$ cat config.mk
export PLATFORM = sky130hd
export DESIGN_NAME = alu_share_arbiter
export DESIGN_NICKNAME = d
export VERILOG_FILES = /design/src/rtl/alu_share_arbiter.sv
export SDC_FILE = /design/constraint.sdc
export NUM_CORES = 1
export LEC_CHECK = 0
export CAP_MARGIN = 40
export CORE_ASPECT_RATIO = 0.7
export CORE_MARGIN = 1
export CORE_UTILIZATION = 43
export CTS_CLUSTER_DIAMETER = 30
export DETAILED_ROUTE_END_ITERATION = 10
export HOLD_SLACK_MARGIN = 0.1
export PLACE_DENSITY = 0.91
export SLEW_MARGIN = 20
export SYNTH_ARGS = -nofsm -noshare
export SYNTH_HDL_FRONTEND = slang
export SYNTH_SLANG_ARGS = --single-unit
export TNS_END_PERCENT = 50
$ cat constraint.sdc
create_clock -name clk -period 4.85 [get_ports clk]
set_input_delay 0.7275 -clock clk [delete_from_list [all_inputs] [get_ports clk]]
set_output_delay 0.7275 -clock clk [all_outputs]
set_load 0.1 [all_outputs]
$ cat src/rtl/alu_share_arbiter.sv
// alu_share_arbiter: round-robin sharing of one 32-bit combinational ALU
// among N_REQ requesters. A request is accepted in IDLE and executed in
// EXEC. Its result is then held in RESP until the consumer takes it.
module alu_share_arbiter #(
    parameter int N_REQ = 4,
    parameter int ID_W  = $clog2(N_REQ)
) (
    input  logic                  clk,
    input  logic                  rst_n,
    input  logic [N_REQ-1:0]      req_valid,
    input  logic [3*N_REQ-1:0]    req_op,
    input  logic [32*N_REQ-1:0]   req_a,
    input  logic [32*N_REQ-1:0]   req_b,
    output logic [N_REQ-1:0]      req_ready,
    output logic                  rsp_valid,
    input  logic                  rsp_ready,
    output logic [ID_W-1:0]       rsp_id,
    output logic [31:0]           rsp_data,
    output logic                  busy
);

    typedef enum logic [1:0] {
        IDLE = 2'b00,
        EXEC = 2'b01,
        RESP = 2'b10
    } state_t;

    // Shared ALU. Arithmetic wraps modulo 2^32. No flags are produced.
    function automatic logic [31:0] alu_f(input logic [2:0]  op,
                                          input logic [31:0] a,
                                          input logic [31:0] b);
        logic [31:0] y;
        case (op)
            3'b000:  y = a;
            3'b001:  y = a + b;
            3'b010:  y = a - b;
            3'b011:  y = a & b;
            3'b100:  y = a | b;
            3'b101:  y = a + 32'd1;
            3'b110:  y = a - 32'd1;
            3'b111:  y = b;
            default: y = 32'd0;
        endcase
        return y;
    endfunction

    state_t          state_r;
    state_t          state_s;
    logic [ID_W-1:0] rr_ptr_r;
    logic [ID_W-1:0] rr_ptr_nxt_s;
    logic [2:0]      op_r;
    logic [31:0]     a_r;
    logic [31:0]     b_r;
    logic [ID_W-1:0] id_r;
    logic [31:0]     rsp_data_r;
    logic [ID_W-1:0] rsp_id_r;
    logic            rsp_valid_r;
    logic            busy_r;
    logic [ID_W-1:0] gnt_s;
    logic            gnt_vld_s;
    logic [ID_W-1:0] idx_s;
    logic [2:0]      sel_op_s;
    logic [31:0]     sel_a_s;
    logic [31:0]     sel_b_s;
    logic [31:0]     alu_y_s;

    // Round-robin search from rr_ptr upward with wrap. The loop runs from the
    // far end down to rr_ptr, so the last hit is the one nearest rr_ptr.
    always_comb begin
        gnt_s     = '0;
        gnt_vld_s = 1'b0;
        idx_s     = '0;
        for (int k = N_REQ - 1; k >= 0; k--) begin
            idx_s = ID_W'((int'(rr_ptr_r) + k) % N_REQ);
            if (req_valid[idx_s]) begin
                gnt_s     = idx_s;
                gnt_vld_s = 1'b1;
            end else begin
                gnt_s     = gnt_s;
                gnt_vld_s = gnt_vld_s;
            end
        end
    end

    // Operand mux that selects the granted requester's opcode and operands.
    always_comb begin
        sel_op_s = 3'b000;
        sel_a_s  = 32'd0;
        sel_b_s  = 32'd0;
        for (int k = 0; k < N_REQ; k++) begin
            if (gnt_s == ID_W'(k)) begin
                sel_op_s = req_op[3*k +: 3];
                sel_a_s  = req_a[32*k +: 32];
                sel_b_s  = req_b[32*k +: 32];
            end else begin
                sel_op_s = sel_op_s;
                sel_a_s  = sel_a_s;
                sel_b_s  = sel_b_s;
            end
        end
    end

    // One-hot accept strobe. It is high only in IDLE, only outside reset,
    // and only for the granted requester.
    always_comb begin
        req_ready = '0;
        if ((state_r == IDLE) && gnt_vld_s && rst_n) begin
            req_ready[gnt_s] = 1'b1;
        end else begin
            req_ready = '0;
        end
    end

    // Next-state logic for the IDLE -> EXEC -> RESP sequence.
    always_comb begin
        state_s = state_r;
        case (state_r)
            IDLE: begin
                if (gnt_vld_s) begin
                    state_s = EXEC;
                end else begin
                    state_s = IDLE;
                end
            end
            EXEC: state_s = RESP;
            RESP: begin
                if (rsp_ready) begin
                    state_s = IDLE;
                end else begin
                    state_s = RESP;
                end
            end
            default: state_s = IDLE;
        endcase
    end

    // Pointer to the requester after the one just served, wrapping at N_REQ.
    always_comb begin
        if (id_r == ID_W'(N_REQ - 1)) begin
            rr_ptr_nxt_s = '0;
        end else begin
            rr_ptr_nxt_s = id_r + ID_W'(1);
        end
    end

    assign alu_y_s = alu_f(op_r, a_r, b_r);

    // State register, with registered copies of rsp_valid and busy.
    always_ff @(posedge clk or negedge rst_n) begin
        if (!rst_n) begin
            state_r     <= IDLE;
            rsp_valid_r <= 1'b0;
            busy_r      <= 1'b0;
        end else begin
            state_r     <= state_s;
            rsp_valid_r <= (state_s == RESP);
            busy_r      <= (state_s != IDLE);
        end
    end

    // Capture the granted request on the accept edge.
    always_ff @(posedge clk or negedge rst_n) begin
        if (!rst_n) begin
            op_r <= 3'b000;
            a_r  <= 32'd0;
            b_r  <= 32'd0;
            id_r <= '0;
        end else if ((state_r == IDLE) && gnt_vld_s) begin
            op_r <= sel_op_s;
            a_r  <= sel_a_s;
            b_r  <= sel_b_s;
            id_r <= gnt_s;
        end else begin
            op_r <= op_r;
            a_r  <= a_r;
            b_r  <= b_r;
            id_r <= id_r;
        end
    end

    // Register the ALU result and owner ID in EXEC. Both stay stable through RESP.
    always_ff @(posedge clk or negedge rst_n) begin
        if (!rst_n) begin
            rsp_data_r <= 32'd0;
            rsp_id_r   <= '0;
        end else if (state_r == EXEC) begin
            rsp_data_r <= alu_y_s;
            rsp_id_r   <= id_r;
        end else begin
            rsp_data_r <= rsp_data_r;
            rsp_id_r   <= rsp_id_r;
        end
    end

    // Advance the round-robin pointer only when a response handshake completes.
    always_ff @(posedge clk or negedge rst_n) begin
        if (!rst_n) begin
            rr_ptr_r <= '0;
        end else if ((state_r == RESP) && rsp_ready) begin
            rr_ptr_r <= rr_ptr_nxt_s;
        end else begin
            rr_ptr_r <= rr_ptr_r;
        end
    end

    assign rsp_valid = rsp_valid_r;
    assign rsp_data  = rsp_data_r;
    assign rsp_id    = rsp_id_r;
    assign busy      = busy_r;

endmodule

==> results.sh <==
export IMPL_slew_viol_final=0
export IMPL_cts_tree="built"
export IMPL_grt_pass1_vias=10600
export IMPL_fin_util_pct=66.7
export IMPL_period_share_pct=95.8
export IMPL_cp_depth=20
export IMPL_clockBufferDepth=2
export IMPL_hold_viol_final=0
export IMPL_crit_path_end_kind="register"
export IMPL_cts_root_buf="clkbuf_16"
export IMPL_grt_max_degree=135
export IMPL_fmax_mhz=215
export IMPL_ys_seq_area_share_pct=29.5
export IMPL_cp_start_kind="register"
export IMPL_period_needed_ps=4640
export IMPL_startpoint="b_r[1]"
export IMPL_r2r_start="b_r[1]"
export IMPL_via_count=11400
export IMPL_numCtsBuffers=9
export IMPL_p_per_area_nw_per_um2=874
export IMPL_critPathKind="reg2reg"
export IMPL_synth_edff_count=0
export IMPL_fin_nets=2012
export IMPL_drtIter0Drc=1172
export IMPL_synth_top_area_share_pct=29.5
export IMPL_vias_per_cell=5.75
export IMPL_start_util_pct=44.3
export IMPL_fp_dieW_um=177
export IMPL_setup_viol=0
export IMPL_grt_usage_pct=32.9
export IMPL_synth_flop_cell="dfrtp_1"
export IMPL_hold_ws_ps=397
export IMPL_timing_rr_end="rsp_data[27]"
export IMPL_mostFrequentLayoutCells="318 x nand2_1, 309 x clkdlybuf4s50_1, 243 x nor2_1, 169 x o21ai_0, 109 x dfrtp_1"
export IMPL_synthArstFlopShare_pct=100
export IMPL_status="finished, final reports clean"
export IMPL_grt_pass1_wl_mm=56.7
export IMPL_gp_congestion=0.951
export IMPL_synth_cell_types=57
export IMPL_critical_path_max_stage_delay_ps=410
export IMPL_drc=0
export IMPL_yosysTopAreaCell="dfrtp_1"
export IMPL_rr_worst_depth=20
export IMPL_yosys_top_cells_area="dfrtp_1 29%, nand2_1 13%, nor2_1 9.9%, o21ai_0 9.5%, ha_1 4.5%"
export IMPL_slew_headroom_pct=55.0
export IMPL_io_buffers=314
export IMPL_final_common_cell="nand2_1"
export IMPL_post_dp_hpwl_mm=28.1
export IMPL_synth_warning_count=0
export IMPL_core_um2=20900
export IMPL_critPathSlowestCell="dfrtp_1"
export IMPL_cts_sinks=109
export IMPL_finalClockSkew_ps=14.0
export IMPL_maxCapViolCount=0
export IMPL_die_area_um2=22100
export IMPL_area_sequential_um2=2730
export IMPL_grt_ovfl_total=0
export IMPL_nFillCells=1780
export IMPL_drive_above_1_share_pct=9.20
export IMPL_syn_inst=1378
export IMPL_required_ps=5080
export IMPL_cp_cell_sequence="inv_2 -> ha_4 -> or3b_4 -> or3_4 -> or3_4 -> or3_1 -> xor2_1 -> a221oi_2 -> ha_1 -> nand2_1 -> nand2_1 -> or3_1 -> o21ai_2 -> buf_6 -> o221ai_2 -> a21oi_2 -> buf_4 -> xnor2_1 -> a222oi_1 -> o21ai_1"
export IMPL_ir_worst_vdd_mv=0.356
export IMPL_multi_input_area_um2=6230
export IMPL_worstPathArrival_ps=4880
export IMPL_crit_end="rsp_data[27]"
export IMPL_p_leak_nw=6.06
export IMPL_syn_num_nets=1687
export IMPL_worst_path_buf_inv=3
export IMPL_synth_ff_latch_count=109
export IMPL_area_growth_pct=50.6
export IMPL_dieHeight_um=125
export IMPL_hold_path_class="in2async"
export IMPL_cp_max_fo=4
export IMPL_boundaryPins=315
export IMPL_tightest_slew_ps=676
export IMPL_avgRoutedWirePerCell_um=18.6
export IMPL_clkSlewWorstSetupHoldPaths_ps=80
export IMPL_reg2reg_slack_ps=210
export IMPL_rsz0062_at_grt="no"
export IMPL_drtPass1Iterations=6
export IMPL_ant_nets=0
export IMPL_syn_area_um2=9260
export IMPL_clock_latency_ps=370
export IMPL_htree_levels=3
export IMPL_rows=44
export IMPL_diodes=0
export IMPL_syn_avg_cell_area_um2=6.72
export IMPL_drt_wl_total_mm=36.8
export IMPL_critPathTopFamily="simple AND/OR/NAND/NOR gates"
export IMPL_antenna_found_initial=0
==> layer usage <==
layer | share of wire [%] | vias to the layer above | global-route usage [%]
met4 | 2.2 | 0 | 8.90
met1 | 43 | 5238 | 45.9
met3 | 12 | 71 | 11.1
met5 | 0 | - | 0
li1 | - | 5404 | -
met2 | 43 | 698 | 48.0
==> stage by stage <==
| step | cell area [µm²] | cells | total power, mW | TNS (ps) | setup slack, ps |
|---|---|---|---|---|---|
| 3_3_place_gp | 12900 | 1926 | 10.3 | 0 | 101 |
| 2_1_floorplan | 9260 | 1378 | 7.72 | 0 | 261 |
| 5_1_grt | 13900 | 1983 | 13.0 | 0 | 15.2 |
| 3_5_place_dp | 13500 | 1964 | 11.0 | -120 | -69.3 |
| 4_1_cts | 13800 | 1979 | 11.8 | 0 | 28.9 |
| 6_report | 13900 | 1983 | 12.2 | 0 | 205 |
==> sequential cells by signal, summed over array words and instances, names as in the netlist <==
register,count
rsp_id,2
op_r,3
rsp_data,32
state_r,2
id_r,2
busy,1
rr_ptr_r,2
b_r,32
a_r,32
rsp_valid,1
==> kinds of logic (layout without fill, tap and decap cells) <==
group / after synthesis / in the layout / synth area share [%]
adder cells (fa/ha/maj): 34 / 34 / 4.68
AO/OA/AOI/OAI: 339 / 339 / 22.8
AND/OR/NAND/NOR: 714 / 714 / 32.2
flip-flops: 109 / 109 / 29.5
XOR/XNOR: 55 / 55 / 5.20
multiplexers: 6 / 6 / 0.676
buffers and inverters: 121 / 450 / 4.99
==> report_power, final <==
group | internal [mW] | switching, mW | total (mW)
Combinational | 3.78 | 5.58 | 9.36
Clock | 0.403 | 0.364 | 0.767
Sequential | 1.38 | 0.678 | 2.06
==> worst min path at each step <==
| stage | cells after the start | end | from | slack [ps] |
|---|---|---|---|---|
| after floorplan | 0 | a_r[0] | rst_n | 430 |
| after global placement | 2 | rsp_data[0] | rsp_data[0] | 460 |
| after detailed placement | 2 | rsp_id[0] | rsp_id[0] | 470 |
| after CTS | 1 | rsp_data[2] | rst_n | 420 |
| after global routing | 1 | rsp_data[2] | rst_n | 450 |
| final | 1 | rsp_data[0] | rst_n | 400 |
==> what timing repair did <==
item | in CTS | in global routing
pin swaps | 2 | 10
gates cloned | 0 | 0
setup buffers | 0 | 3
endpoints found under the setup margin | 5 | 17
gates resized for setup | 6 | 26
hold buffers | 0 | 0
==> cells in the mapped netlist, types with 6 or more instances <==
| cell type | number |
|---|---|
| clkbuf_1 | 89 |
| nor3_1 | 12 |
| dfrtp_1 | 109 |
| a21o_1 | 15 |
| o211ai_1 | 10 |
| o21ai_0 | 176 |
| nor2b_1 | 6 |
| nand2_1 | 319 |
| a221oi_1 | 39 |
| a21oi_1 | 37 |
| or3_1 | 8 |
| nor2_1 | 245 |
| buf_1 | 12 |
| xor2_1 | 20 |
| a222oi_1 | 13 |
| ha_1 | 33 |
| o21bai_1 | 7 |
| nor4_1 | 7 |
| nand2b_1 | 9 |
| nand3_1 | 80 |
| and3_1 | 7 |
| inv_1 | 17 |
| xnor2_1 | 35 |
| o22ai_1 | 9 |
==> area by class of cell <==
cell class                      instances  share of cell area [%]
Sequential cell                       109                    19.6
Tap cell                              276                    2.48
Timing Repair Buffer                  416                    30.7
Clock inverter                          6                   0.511
Clock buffer                            9                    1.61
Inverter                               19                   0.511
Multi-Input combinational cell       1148                    44.6
No activity file was read; power rests on OpenSTA's default activity.
==> patch: new RTL, same settings <==
Make the reset (`rst_n`) synchronous in 4 clocked blocks.
--- a/src/rtl/alu_share_arbiter.sv
+++ b/src/rtl/alu_share_arbiter.sv
@@ -147,5 +147,5 @@
 
     // State register, with registered copies of rsp_valid and busy.
-    always_ff @(posedge clk or negedge rst_n) begin
+    always_ff @(posedge clk) begin
         if (!rst_n) begin
             state_r     <= IDLE;
@@ -160,5 +160,5 @@
 
     // Capture the granted request on the accept edge.
-    always_ff @(posedge clk or negedge rst_n) begin
+    always_ff @(posedge clk) begin
         if (!rst_n) begin
             op_r <= 3'b000;
@@ -180,5 +180,5 @@
 
     // Register the ALU result and owner ID in EXEC. Both stay stable through RESP.
-    always_ff @(posedge clk or negedge rst_n) begin
+    always_ff @(posedge clk) begin
         if (!rst_n) begin
             rsp_data_r <= 32'd0;
@@ -194,5 +194,5 @@
 
     // Advance the round-robin pointer only when a response handshake completes.
-    always_ff @(posedge clk or negedge rst_n) begin
+    always_ff @(posedge clk) begin
         if (!rst_n) begin
             rr_ptr_r <= '0;
Check against the original RTL: differs if rst_n is asserted again (counterexample within 4 cycles, from zero or initial values and one cycle with rst_n low); with rst_n held inactive, the same outputs for 4 cycles.
==> patch against the original RTL <==
Setup slack improved by 0.18 ns. Routed wire length is 3.4% lower. Cell area fell by 2.9%. Sequential cell count unchanged. Core utilization fell by 1.8 points. Area after synthesis is 0.28% lower. Critical path depth fell by 8. Maximum frequency up 3.9%. Cell count is 6.2% lower. Synthesized cell count is 4.6% lower. Sequential share of layout area down 3.4 points. Critical path type unchanged. Largest cell class unchanged.
Power is not compared: it rests on default switching activity, and its combinational part moved more than twofold at a synthesized area within 25%.
==> patch: results (changes against the original RTL) <==
antenna_found_initial: 1  # was 0
synth.distinct_cells: 72  # was 57
place_congestion: 0.948  # was 0.951
stdcell_count: 1860  # was 1983
drive_gt1_frac: 0.0688  # was 0.0920
slowest_delay_ns: 0.84  # was 0.41 ns
worstMarginPinSlew_ns: 0.893  # was 0.676 ns
post-dp-hpwl_um: 26700  # was 28100 um
grt_pass1_vias: 10819  # was 10582
status: "finished, final reports clean"  # unchanged
synthCells: 1314  # was 1378
dpl.cell_count: 1843  # was 1964
gr-usage-met1: 0.426  # was 0.459
place_area_sq_mm: 0.0132  # was 0.0135 sq mm
crit_fanout: 20  # was 4
p_leak_uw: 0.00514
synth_async_sr_flop_share: 0  # was 1.00
synth-seq-area-share: 0.236  # was 0.295
synth_common_cells: "nand2_1 (246), a21oi_1 (134), dfxtp_1 (109)"  # was nand2_1 (319), nor2_1 (245), o21ai_0 (176)
grt_util_met3: 0.0598  # was 0.111
crit_family: "compound AO/OA/AOI/OAI gates"  # was simple AND/OR/NAND/NOR gates
drtIter0Drc: 1236  # was 1172
vias_per_cell: 6.08  # was 5.75
detail_route.wl_per_cell_um: 19.1  # was 18.6 um
yosys-top-cells-area: "dfxtp_1 (24%), nand2_1 (10%), a21oi_1 (7.3%), a311oi_1 (6.4%), a211oi_1 (6.1%)"  # was dfrtp_1 (29%), nand2_1 (13%), nor2_1 (9.9%), o21ai_0 (9.5%), ha_1 (4.5%)
cts_resized: 0  # was 6
grt_usage: 0.318  # was 0.329
num-fill-cells: 1754  # was 1780
grt_max_degree: 127  # was 135
finClkSkew_ns: 0.0133  # was 0.0140 ns
crit_path_top_delay_cell: "and3_1"  # was dfrtp_1
grt_pass1_wl_um: 56600  # was 56700 um
## patch: cell count changes after synthesis, moves of 12 or more
cell      delta
nor2_1     -138
o21ai_0    -119
dfrtp_1    -109
dfxtp_1    +109
a21oi_1     +97
a211oi_1    +74
nand3_1     -74
nand2_1     -73
a311oi_1    +68
and2_1      +66
clkbuf_1    +17
a222oi_1    -12
## patch: final cells by class
cell class	count	area [sq um]	share of cell area
Multi-Input combinational cell	1061	6510	0.480
Inverter	17	63.8	0.00471
Tap cell	276	345	0.0255
Clock buffer	10	239	0.0176
Timing Repair Buffer	381	4150	0.306
Sequential cell	109	2180	0.161
Clock inverter	6	62.6	0.00462
## patch: kinds of logic after synthesis
logic type,after synthesis,share of synthesized area
simple gates,515,0.259
compound gates,454,0.339
buf+inv,144,0.0630
flops,109,0.236
xor+xnor,49,0.0465
fa+ha+maj,34,0.0469
mux,9,0.00976
## patch: where the power goes
part           internal (uW)  switching [uW]
Clock                    378             389
Sequential              1000             159
Combinational           1020            1380
Total                   2400            1920
## patch: routing by layer
layer,part of all wire,routed length [um]
met1,0.41,14700
met2,0.46,16400
met3,0.094,3350
met4,0.029,1030
met5,0.00028,10
## patch: final timing paths
check | startpoint | endpoint | slack, ns | depth (start not counted)
setup / recovery | op_r[0]$_SDFFE_PN0P_ | rsp_data[31]$_SDFFE_PN0N_ | 0.38 | 12
hold / removal | rsp_data[6]$_SDFFE_PN0N_ | rsp_data[6]$_SDFFE_PN0N_ | 0.46 | 2
setup reg to reg | op_r[0]$_SDFFE_PN0P_ | rsp_data[31]$_SDFFE_PN0N_ | 0.38 | 12
hold reg to reg | rsp_data[6]$_SDFFE_PN0N_ | rsp_data[6]$_SDFFE_PN0N_ | 0.46 | 2
